## src/rtl/num_test_pkg.sv

```systemverilog
// Shared constants for the 7-segment loopback checker.
//   Segment codes are {a,b,c,d,e,f,g,dp}, bit 7 = a.
//   Symbol codes: 0-9 digits, SYM_F = "8." (all segments), SYM_BAD = illegal.
package num_test_pkg;

  localparam logic [7:0] SEG_D0  = 8'hfc;
  localparam logic [7:0] SEG_D1  = 8'h60;
  localparam logic [7:0] SEG_D2  = 8'hda;
  localparam logic [7:0] SEG_D3  = 8'hf2;
  localparam logic [7:0] SEG_D4  = 8'h66;
  localparam logic [7:0] SEG_D5  = 8'hb6;
  localparam logic [7:0] SEG_D6  = 8'hbe;
  localparam logic [7:0] SEG_D7  = 8'he0;
  localparam logic [7:0] SEG_D8  = 8'hfe;
  localparam logic [7:0] SEG_D9  = 8'hf6;
  localparam logic [7:0] SEG_ALL = 8'hff;

  localparam logic [3:0] SYM_F   = 4'hF;
  localparam logic [3:0] SYM_BAD = 4'hE;

  localparam logic [0:0] ST_HUNT   = 1'b0;
  localparam logic [0:0] ST_LOCKED = 1'b1;

  // Decoded symbol payload
  typedef struct packed {
    logic       illegal;
    logic [3:0] val;
  } dec_t;

endpackage

```

## src/rtl/num_seg_decode.sv

```systemverilog
// Combinational segment-pattern lookup.
//   seg       : 8-bit segment pattern {a..g,dp}
//   illegal_c : pattern is not in the table
//   val_c     : 0-9, SYM_F for "8.", SYM_BAD otherwise
module num_seg_decode
  import num_test_pkg::*;
(
  input  logic [7:0] seg,
  output logic       illegal_c,
  output logic [3:0] val_c
);

  dec_t d;

  // Pattern to symbol table
  always_comb begin
    d.illegal = 1'b0;
    d.val     = 4'd0;
    case (seg)
      SEG_D0:  d.val = 4'd0;
      SEG_D1:  d.val = 4'd1;
      SEG_D2:  d.val = 4'd2;
      SEG_D3:  d.val = 4'd3;
      SEG_D4:  d.val = 4'd4;
      SEG_D5:  d.val = 4'd5;
      SEG_D6:  d.val = 4'd6;
      SEG_D7:  d.val = 4'd7;
      SEG_D8:  d.val = 4'd8;
      SEG_D9:  d.val = 4'd9;
      SEG_ALL: d.val = SYM_F;
      default: begin
        d.illegal = 1'b1;
        d.val     = SYM_BAD;
      end
    endcase
  end

  assign illegal_c = d.illegal;
  assign val_c     = d.val;

endmodule

```

## src/rtl/num_seg_rx_check.sv

```systemverilog
// 7-segment loopback receiver: synchronizes seg_in, decodes it, locks onto
// the 16-symbol display-test sequence (0..9 then six "8.") and counts errors
// and clean frames.
//   clk_div8M, rstn : clock, async active-low reset
//   seg_in          : looped-back segment lines
//   dec_val/dec_vld/dec_illegal : decoded symbol, SYNC_STAGES+1 cycles latency
//   locked          : checker in LOCKED
//   err_flag        : mismatch pulse, or sticky when NUM_SEG_RX_ERR_STICKY_EN
//   err_cnt         : saturating mismatch count while locked
//   frame_cnt       : wrapping count of error-free frames
// Build option: NUM_SEG_RX_ERR_STICKY_EN makes err_flag hold until reset.
module num_seg_rx_check
  import num_test_pkg::*;
#(
  parameter int unsigned SYNC_STAGES = 2,
  parameter int unsigned LOSS_THRESH = 3,
  parameter int unsigned ERR_W       = 8,
  parameter int unsigned FRM_W       = 8
) (
  input  logic             clk_div8M,
  input  logic             rstn,
  input  logic [7:0]       seg_in,
  output logic [3:0]       dec_val,
  output logic             dec_vld,
  output logic             dec_illegal,
  output logic             locked,
  output logic             err_flag,
  output logic [ERR_W-1:0] err_cnt,
  output logic [FRM_W-1:0] frame_cnt
);

  localparam int unsigned RUN_W = $clog2(LOSS_THRESH + 1);

  logic [SYNC_STAGES-1:0][7:0] sync_q;
  logic [SYNC_STAGES:0]        fill_q;
  logic                        dec_illegal_c;
  logic [3:0]                  dec_val_c;

  logic [0:0]       state_q, state_nxt;
  logic [3:0]       exp_idx_q, exp_idx_nxt;
  logic [RUN_W-1:0] miss_run_q, miss_run_nxt;
  logic             frame_err_q, frame_err_nxt;
  logic             prev_is_f;
  logic [ERR_W-1:0] err_cnt_nxt;
  logic [FRM_W-1:0] frame_cnt_nxt;
  logic             err_flag_nxt;
  logic             locked_nxt;
  logic [3:0]       exp_sym;
  logic             mismatch;
  logic [RUN_W-1:0] run_inc;

  num_seg_decode u_decode (
    .seg       (sync_q[SYNC_STAGES-1]),
    .illegal_c (dec_illegal_c),
    .val_c     (dec_val_c)
  );

  // Synchronizer chain plus fill tracker; decode register loads only once
  // the last sync stage carries post-reset data, so outputs stay 0 until then.
  always_ff @(posedge clk_div8M or negedge rstn) begin
    if (!rstn) begin
      sync_q      <= '0;
      fill_q      <= '0;
      dec_val     <= 4'd0;
      dec_illegal <= 1'b0;
    end else begin
      sync_q <= {sync_q[SYNC_STAGES-2:0], seg_in};
      fill_q <= {fill_q[SYNC_STAGES-1:0], 1'b1};
      if (fill_q[SYNC_STAGES-1]) begin
        dec_val     <= dec_val_c;
        dec_illegal <= dec_illegal_c;
      end
    end
  end

  assign dec_vld = fill_q[SYNC_STAGES];

  // Lock state machine, counters and their next values
  always_comb begin
    state_nxt     = state_q;
    exp_idx_nxt   = exp_idx_q;
    miss_run_nxt  = miss_run_q;
    frame_err_nxt = frame_err_q;
    err_cnt_nxt   = err_cnt;
    frame_cnt_nxt = frame_cnt;
`ifdef NUM_SEG_RX_ERR_STICKY_EN
    err_flag_nxt  = err_flag;
`else
    err_flag_nxt  = 1'b0;
`endif
    exp_sym  = (exp_idx_q <= 4'd9) ? exp_idx_q : SYM_F;
    mismatch = (dec_val != exp_sym);
    run_inc  = miss_run_q + RUN_W'(1);

    case (state_q)
      ST_HUNT: begin
        if (dec_vld && dec_val == 4'd0 && prev_is_f) begin
          state_nxt     = ST_LOCKED;
          exp_idx_nxt   = 4'd1;
          frame_err_nxt = 1'b0;
          miss_run_nxt  = '0;
        end
      end
      ST_LOCKED: begin
        if (dec_vld) begin
          exp_idx_nxt = exp_idx_q + 4'd1;
          if (mismatch) begin
            if (err_cnt != '1) err_cnt_nxt = err_cnt + ERR_W'(1);
            err_flag_nxt  = 1'b1;
            frame_err_nxt = 1'b1;
            miss_run_nxt  = run_inc;
          end else begin
            miss_run_nxt = '0;
          end
          // Loss of lock outranks the frame-boundary bookkeeping
          if (mismatch && run_inc == RUN_W'(LOSS_THRESH)) begin
            state_nxt    = ST_HUNT;
            miss_run_nxt = '0;
          end else if (exp_idx_q == 4'd15) begin
            if (!mismatch && !frame_err_q) frame_cnt_nxt = frame_cnt + FRM_W'(1);
            frame_err_nxt = 1'b0;
          end
        end
      end
      default: state_nxt = ST_HUNT;
    endcase

    locked_nxt = (state_nxt == ST_LOCKED);
  end

  // State and counter registers
  always_ff @(posedge clk_div8M or negedge rstn) begin
    if (!rstn) begin
      state_q     <= ST_HUNT;
      exp_idx_q   <= 4'd0;
      miss_run_q  <= '0;
      frame_err_q <= 1'b0;
      prev_is_f   <= 1'b0;
      err_cnt     <= '0;
      frame_cnt   <= '0;
      err_flag    <= 1'b0;
      locked      <= 1'b0;
    end else begin
      state_q     <= state_nxt;
      exp_idx_q   <= exp_idx_nxt;
      miss_run_q  <= miss_run_nxt;
      frame_err_q <= frame_err_nxt;
      prev_is_f   <= dec_vld && (dec_val == SYM_F);
      err_cnt     <= err_cnt_nxt;
      frame_cnt   <= frame_cnt_nxt;
      err_flag    <= err_flag_nxt;
      locked      <= locked_nxt;
    end
  end

endmodule

```

## config.mk

```make
export PLATFORM = sky130hd
export DESIGN_NAME = num_seg_rx_check
export DESIGN_NICKNAME = d
export VERILOG_FILES = /design/src/rtl/num_test_pkg.sv /design/src/rtl/num_seg_decode.sv /design/src/rtl/num_seg_rx_check.sv
export SDC_FILE = /design/constraint.sdc
export NUM_CORES = 1
export LEC_CHECK = 0
export CAP_MARGIN = 20
export CORE_UTILIZATION = 48
export CTS_CLUSTER_DIAMETER = 50
export DETAILED_ROUTE_END_ITERATION = 12
export PLACE_DENSITY = 0.76
export RECOVER_POWER = 100
export SYNTH_ARGS = -nofsm -noshare
export SYNTH_HDL_FRONTEND = slang
export SYNTH_SLANG_ARGS = --single-unit
```

## constraint.sdc

```tcl
create_clock -name clk_div8M -period 2.21 [get_ports clk_div8M]
set_clock_uncertainty 0.2 [all_clocks]
set_input_delay 0.221 -clock clk_div8M [delete_from_list [all_inputs] [get_ports clk_div8M]]
set_output_delay 0.221 -clock clk_div8M [all_outputs]
set_load 0.1 [all_outputs]
```

# Word level (Yosys, flattened, before mapping)
# Index checks and enable logic that the tools add are counted.
[op_classes]
reduce_logical = 12
magnitude_cmp = 1
eq_ne = 18
n_bitwise = 2
addsub = 4
mux = 24
[op_table]
columns = ["op", "n"]
rows = [
  ["8-bit equality test, second input constant", 9],
  ["4-bit case mux with 11 select lines", 1],
  ["8-bit by 1-bit adder with 8-bit output, second input constant", 2],
  ["8-bit by 7-bit equality test with 1-bit output, second input constant", 2],
  ["1-bit 2-to-1 mux", 12],
  ["4-bit 2-to-1 mux", 3],
  ["11-bit OR reduction", 1],
  ["4-bit equality test, second input constant", 2],
  ["2-bit 2-to-1 mux", 4],
  ["8-bit inequality test, second input constant", 1],
  ["4-bit case mux with 2 select lines", 1],
  ["1-bit logical AND", 5],
  ["5-bit AND reduction", 1],
  ["4-bit by 1-bit adder with 4-bit output, second input constant", 1],
  ["4-bit less-or-equal comparator, second input constant", 1],
  ["4-bit zero test", 1],
  ["2-bit inequality test, second input constant", 2],
  ["4-bit inequality test", 1],
  ["1-bit case mux with 2 select lines", 2],
  ["2-bit case mux with 2 select lines", 1],
  ["4-bit AND reduction", 1],
  ["2-bit by 1-bit adder with 2-bit output, second input constant", 1],
  ["2-bit equality test, second input constant", 1],
  ["1-bit zero test", 2],
  ["2 further kinds", 3],
]
[totals]
word_cells = 74
input_bits = 10
reg_bits = 50
output_inout_bits = 24

# Depth between registers and ports, before layout
[depth]
word_depth = 8
mapped_depth = 9
mapped_depth_nobuf = 8

# Hierarchy
# A second synthesis with hierarchy kept.
[hier_totals]
cells_unflattened = 210
area_unflattened_um2 = 2414.8
[by_module_without_submodules]
columns = ["module", "instances", "area_per_inst_um2", "cells_each"]
rows = [
  ["num_seg_rx_check", 1, 2170.8, 176],
  ["num_seg_decode", 1, 244.0, 34],
]

# Worst setup path after synthesis
# OpenSTA, ideal clock, no wires.
[synth_timing]
path_type = "reg2reg"
start = "register dec_val[0]"
end = "register err_cnt[5]"
t_arrival_ns = 2.279
setup_slack_ns = -0.432
path_buffers = 1
setup_ns = 0.162
path_stages_with_launch = 8
path_cell_list = "dfrtp_1 -> inv_1 -> o311a_1 -> a2111oi_4 -> a21oi_2 -> buf_6 -> and4_4 -> xor2_1"
[synth_via]
elab_chain_len = 2
[synth_lines]
columns = ["element", "line", "source"]
rows = [
  ["start, declared", "num_seg_rx_check.sv:23", "output logic [3:0] dec_val,"],
  ["start signal, assigned", "num_seg_rx_check.sv:70", "dec_val <= dec_val_c;"],
  ["4-bit inequality test", "num_seg_rx_check.sv:92", "mismatch = (dec_val != exp_sym);"],
  ["4-bit AND reduction (no line)", "--", ""],
  ["end signal, assigned", "num_seg_rx_check.sv:149", "err_cnt <= err_cnt_nxt;"],
  ["end, declared", "num_seg_rx_check.sv:28", "output logic [ERR_W-1:0] err_cnt,"],
]
# Every way passes these cells.
# A chain may end at the register's enable or synchronous reset.

# Final worst setup path
[layout_timing]
start = "register exp_idx_q[0]"
end = "register frame_cnt[2]"
[layout_via]
elab_chain_len = 6
word_cells_on_any_way = 9
[layout_lines]
columns = ["element", "line", "source"]
rows = [
  ["start, declared", "num_seg_rx_check.sv:40", "logic [3:0] exp_idx_q, exp_idx_nxt;"],
  ["start signal, assigned", "num_seg_rx_check.sv:145", "exp_idx_q <= exp_idx_nxt;"],
  ["4-bit less-or-equal comparator", "num_seg_rx_check.sv:91", "exp_sym = (exp_idx_q <= 4'd9) ? exp_idx_q : SYM_F;"],
  ["4-bit 2-to-1 mux", "num_seg_rx_check.sv:91", ""],
  ["4-bit inequality test", "num_seg_rx_check.sv:92", ""],
  ["1-bit zero test / 1-bit logical AND (equally long branches)", "num_seg_rx_check.sv:120, num_seg_rx_check.sv:116", ""],
  ["1-bit logical AND / 1-bit NOT (equally long branches)", "--", ""],
  ["5-bit AND reduction (no line) *", "--", ""],
  ["end signal, assigned", "num_seg_rx_check.sv:150", "frame_cnt <= frame_cnt_nxt;"],
  ["end, declared", "num_seg_rx_check.sv:29", "output logic [FRM_W-1:0] frame_cnt"],
]
# Every way passes the cells marked *; elsewhere a longest branch is shown, timed or not.

==> impl_summary.md <==
Worst hold path
The classification of the worst-slack hold path is flip-flop to flip-flop. The worst hold path startpoint is sync_q[3].

Worst setup path
The critical path endpoint category is a flip-flop. Counting stages on the worst path, the most repeated cell is buf_4. The reg2reg setup slack is -120 ps. Following the worst setup path forward leads to its endpoint at frame_cnt[2]. In this run the worst setup path begins at exp_idx_q[0]. The nature of the critical path startpoint is a flip-flop. The endpoint identified for the worst register-to-register timing path is frame_cnt[2]. The critical path is of the flip-flop to flip-flop type.

The depth of the worst register-to-register path is 9. At the worst endpoint, the required time is 2200 ps. The source of the worst register-to-register timing path is exp_idx_q[0]. The highest net fanout along the worst path is 4.

The slowest stage of the critical path is the dfrtp_2 cell. The worst path arrival time is 2330 ps. The maximum cell stage delay along the critical path is 460 ps. Traced cell by cell, the critical path runs through inv_2 > ha_4 > nor2_2 > o311a_1 > a2111oi_4 > buf_4 > nand4_1 > buf_4 > xnor2_1.

Synthesis
Ranked by instance count, the synthesized netlist is headed by dfrtp_1 (50), nand2_1 (16), nor2_1 (14), nand3_1 (12), inv_1 (11). Synthesis produced 206 cells. The register area share after synthesis is 0.543. In the synthesized netlist the dominant register cell turns out to be dfrtp_1.

During synthesis, Yosys emitted a total of 0 warnings. For this run, asynchronously set or reset flops after synthesis account for 1.00. The synthesized netlist occupies a cell area of 0.00230 mm². The register bit total from synthesis is 50. After synthesis, the share of cell area in mux cells is 0.0250.

The number of enable flip-flop cells after synthesis is 0. The synthesized-area fraction occupied by ao, oa, aoi and oai cells is 0.124. The number of nets handed over by synthesis was 222. The dominant combinational cell family by area after synthesis is simple AND/OR/NAND/NOR gates.

Dividing the synthesized area by the synthesized cell count gives 11.2 µm². The most numerous cell in the Yosys netlist is dfrtp_1. The fraction of synthesized cell area taken by the top area cell type is 0.543. Of the total synthesized cell area, the portion taken by AND, OR, NAND and NOR gates is 0.197.

Of the total synthesized cell area, the portion taken by full adders, half adders and majority gates is 0.0326. Of the total synthesized cell area, the portion taken by XOR and XNOR cells is 0.0456. The number of different library cells used by synthesis comes to 52. The biggest area contributor in the post-synthesis netlist is dfrtp_1.

In the post-synthesis netlist, the biggest area contributors are dfrtp_1 (54%), ha_1 (3.3%), xor2_1 (2.7%).

STA
The top achievable clock speed is 0.428 GHz. The setup TNS is -722 ps. The final count of negative-setup-slack endpoints is 11. The number of hold violations in the final report is 0. For the pin with the worst max-slew slack, the measured transition is 1160 ps. The max-slew violation count is 0. Dividing the final minimum period by the clock period gives 1.06. The routed design could run at a clock period as short as 2330 ps. In this run the tightest slew margin relative to its limit is 0.232. The setup slack of the critical path after layout is -125 ps. Setup repair after global routing could not meet its margin everywhere.

Outcome
The flow ran to the end, but the final reports show violations. The final reports fail on DRC, setup timing.

GRT
In the global route stage, overall resource usage came out at 0.199. The initial antenna violation count is 0. The leftover overflow at the end of global routing is 0. The maximum number of pins on one net before global-route repair is 29. The global-route wire length before repair is 7720 µm. The via count of the first global-routing pass was 1694.

Drt
The per-cell via count in the routed design is 5.56. In the final routed layout, each cell accounts on average for 14.3 µm. In this run, the number of DRC markers left after iteration 0 of detailed routing was 87.

The detail route stage leaves a number of antenna-violating nets equal to 0. After detailed routing, the number of remaining DRC violations is 2. The routed wire length is 4480 µm.

The number of detailed-route iterations in the first pass is 8. The via count is 1740.

Die
The area of the core is 0.00447 mm². The die covers 0.00508 mm². The initial core utilization is 0.515.

The initialized floorplan defines 24 standard-cell rows. The width of the die is 71.3 µm. In this run the count of I/O pins placed on the die edge is 34. The die is 71.3 µm tall.

Placed design
The routability congestion estimate from global placement is 0.917. After legalization and detailed placement, the total HPWL measured 3260 µm. The count of buffers added on input and output ports is 33.

CTS
The later pin in the worst-skew pair is clocked with a latency of 310 ps. The clock passes through at most 2 buffers. The clock transition at the registers of the reported paths is 100 ps. The total CTS buffers is 5. The H-tree was split into 2 levels. The TritonCTS clock tree is done.

CTS placed an instance of clkbuf_8 at the clock tree root. The clock sink count is 50.

Cells and area
Once layout is complete, the utilization of the core stands at 0.648. Of the cells placed in the final design, the portion with a size suffix greater than 1 is 0.310. From synthesis to final layout, the design area changed by 26.0%. The number of antenna diodes in the final layout is 0. The final layout contains 276 nets.

Pwr
Across the VDD grid, the largest voltage drop is 0.420 mV. The power per standard cell area is 616 mW/mm². Summed over all cells, the static leakage comes to 1.37 nW. The design draws 0.00179 W.

Job
Across the run, the number of max-cap violations was 0.
[cell type report]
cell class / count / area [µm²]
Multi-Input combinational cell: 141 / 1080
Inverter: 11 / 41.3
Clock buffer: 5 / 68.8
Timing Repair Buffer: 51 / 357
Sequential cell: 50 / 1260
Tap cell: 52 / 65.1
Fill cell: 375 / 1570
Clock inverter: 3 / 28.8
[registers in the layout (all words and copies together) (netlist names)]
signal	flops
err_cnt	8
exp_idx_q	4
dec_illegal	1
frame_cnt	8
err_flag	1
fill_q	3
state_q	1
prev_is_f	1
dec_val	4
sync_q	16
miss_run_q	2
frame_err_q	1
[what timing repair did]
action / in CTS / in global routing
pin swaps: 4 / 9
endpoints found under the setup margin: 19 / 19
buffers inserted: 3 / 0
gates resized for setup: 3 / 24
hold endpoints to repair: 26 / 0
hold buffers: 1 / 0
[cells by family (layout without fill, tap and decap cells)]
| logic type | count (synthesis) | count (layout) |
|---|---|---|
| and+or+nand+nor | 79 | 79 |
| xor gates and xnor gates | 12 | 12 |
| AOI/OAI and AO/OA | 38 | 38 |
| buffers and inverters | 15 | 70 |
| adders and majority gates | 6 | 6 |
| other | 1 | 1 |
| DFF | 50 | 50 |
| muxes | 5 | 5 |
[through the flow]
stage	instances	instance area (µm²)	hold slack, ps	setup slack (ps)
finish	313	2900	152	-125
global route	313	2900	168	-218
CTS	314	2880	129	-122
detailed placement	302	2730	63.4	-160
global placement	302	2730	54.8	-99.7
floorplan	206	2320	-275	-207
[metal layers]
metal / vias up / wire length, µm / global-route usage
met2: 53 / 2080 / 0.303
li1: 838 / - / -
met5: - / 0 / 0
met1: 842 / 2120 / 0.269
met3: 7 / 205 / 0.0506
met4: 0 / 75 / 0.0978
[cells in the final DEF, fill, tap and decap left out, drive strengths merged, types with 6 or more instances in the layout]
master / instances
clkbuf: 32
nor2: 14
nand2: 16
inv: 12
xor2: 7
a21oi: 9
dlygate4sd3: 9
buf: 15
o21ai: 10
nand3: 13
dfrtp: 50
ha: 6
[how the worst min path moves through the flow]
| stage | to | slack, ps | cells past startpoint |
|---|---|---|---|
| after floorplan | dec_illegal | -270 | 0 |
| after global placement | sync_q[1] | 50 | 1 |
| after detailed placement | sync_q[1] | 60 | 1 |
| after CTS | sync_q[2] | 130 | 1 |
| after global routing | sync_q[8] | 170 | 0 |
| final | sync_q[11] | 150 | 0 |
[critical path, delay by kind of cell (launching register included)]
kind / cells / cell delay [ps]
flip-flops: 1 / 460
buffers and inverters: 3 / 480
AO/OA/AOI/OAI: 2 / 610
adder cells (fa/ha/maj): 1 / 170
AND/OR/NAND/NOR: 2 / 180
XOR/XNOR: 1 / 120
[power by group]
group	total, W	internal (W)	switching, W
combinational	0.000243	0.0000797	0.000163
clock	0.000558	0.000235	0.000323
sequential	0.000987	0.000950	0.0000367
Power figures use the tool's default switching activity.
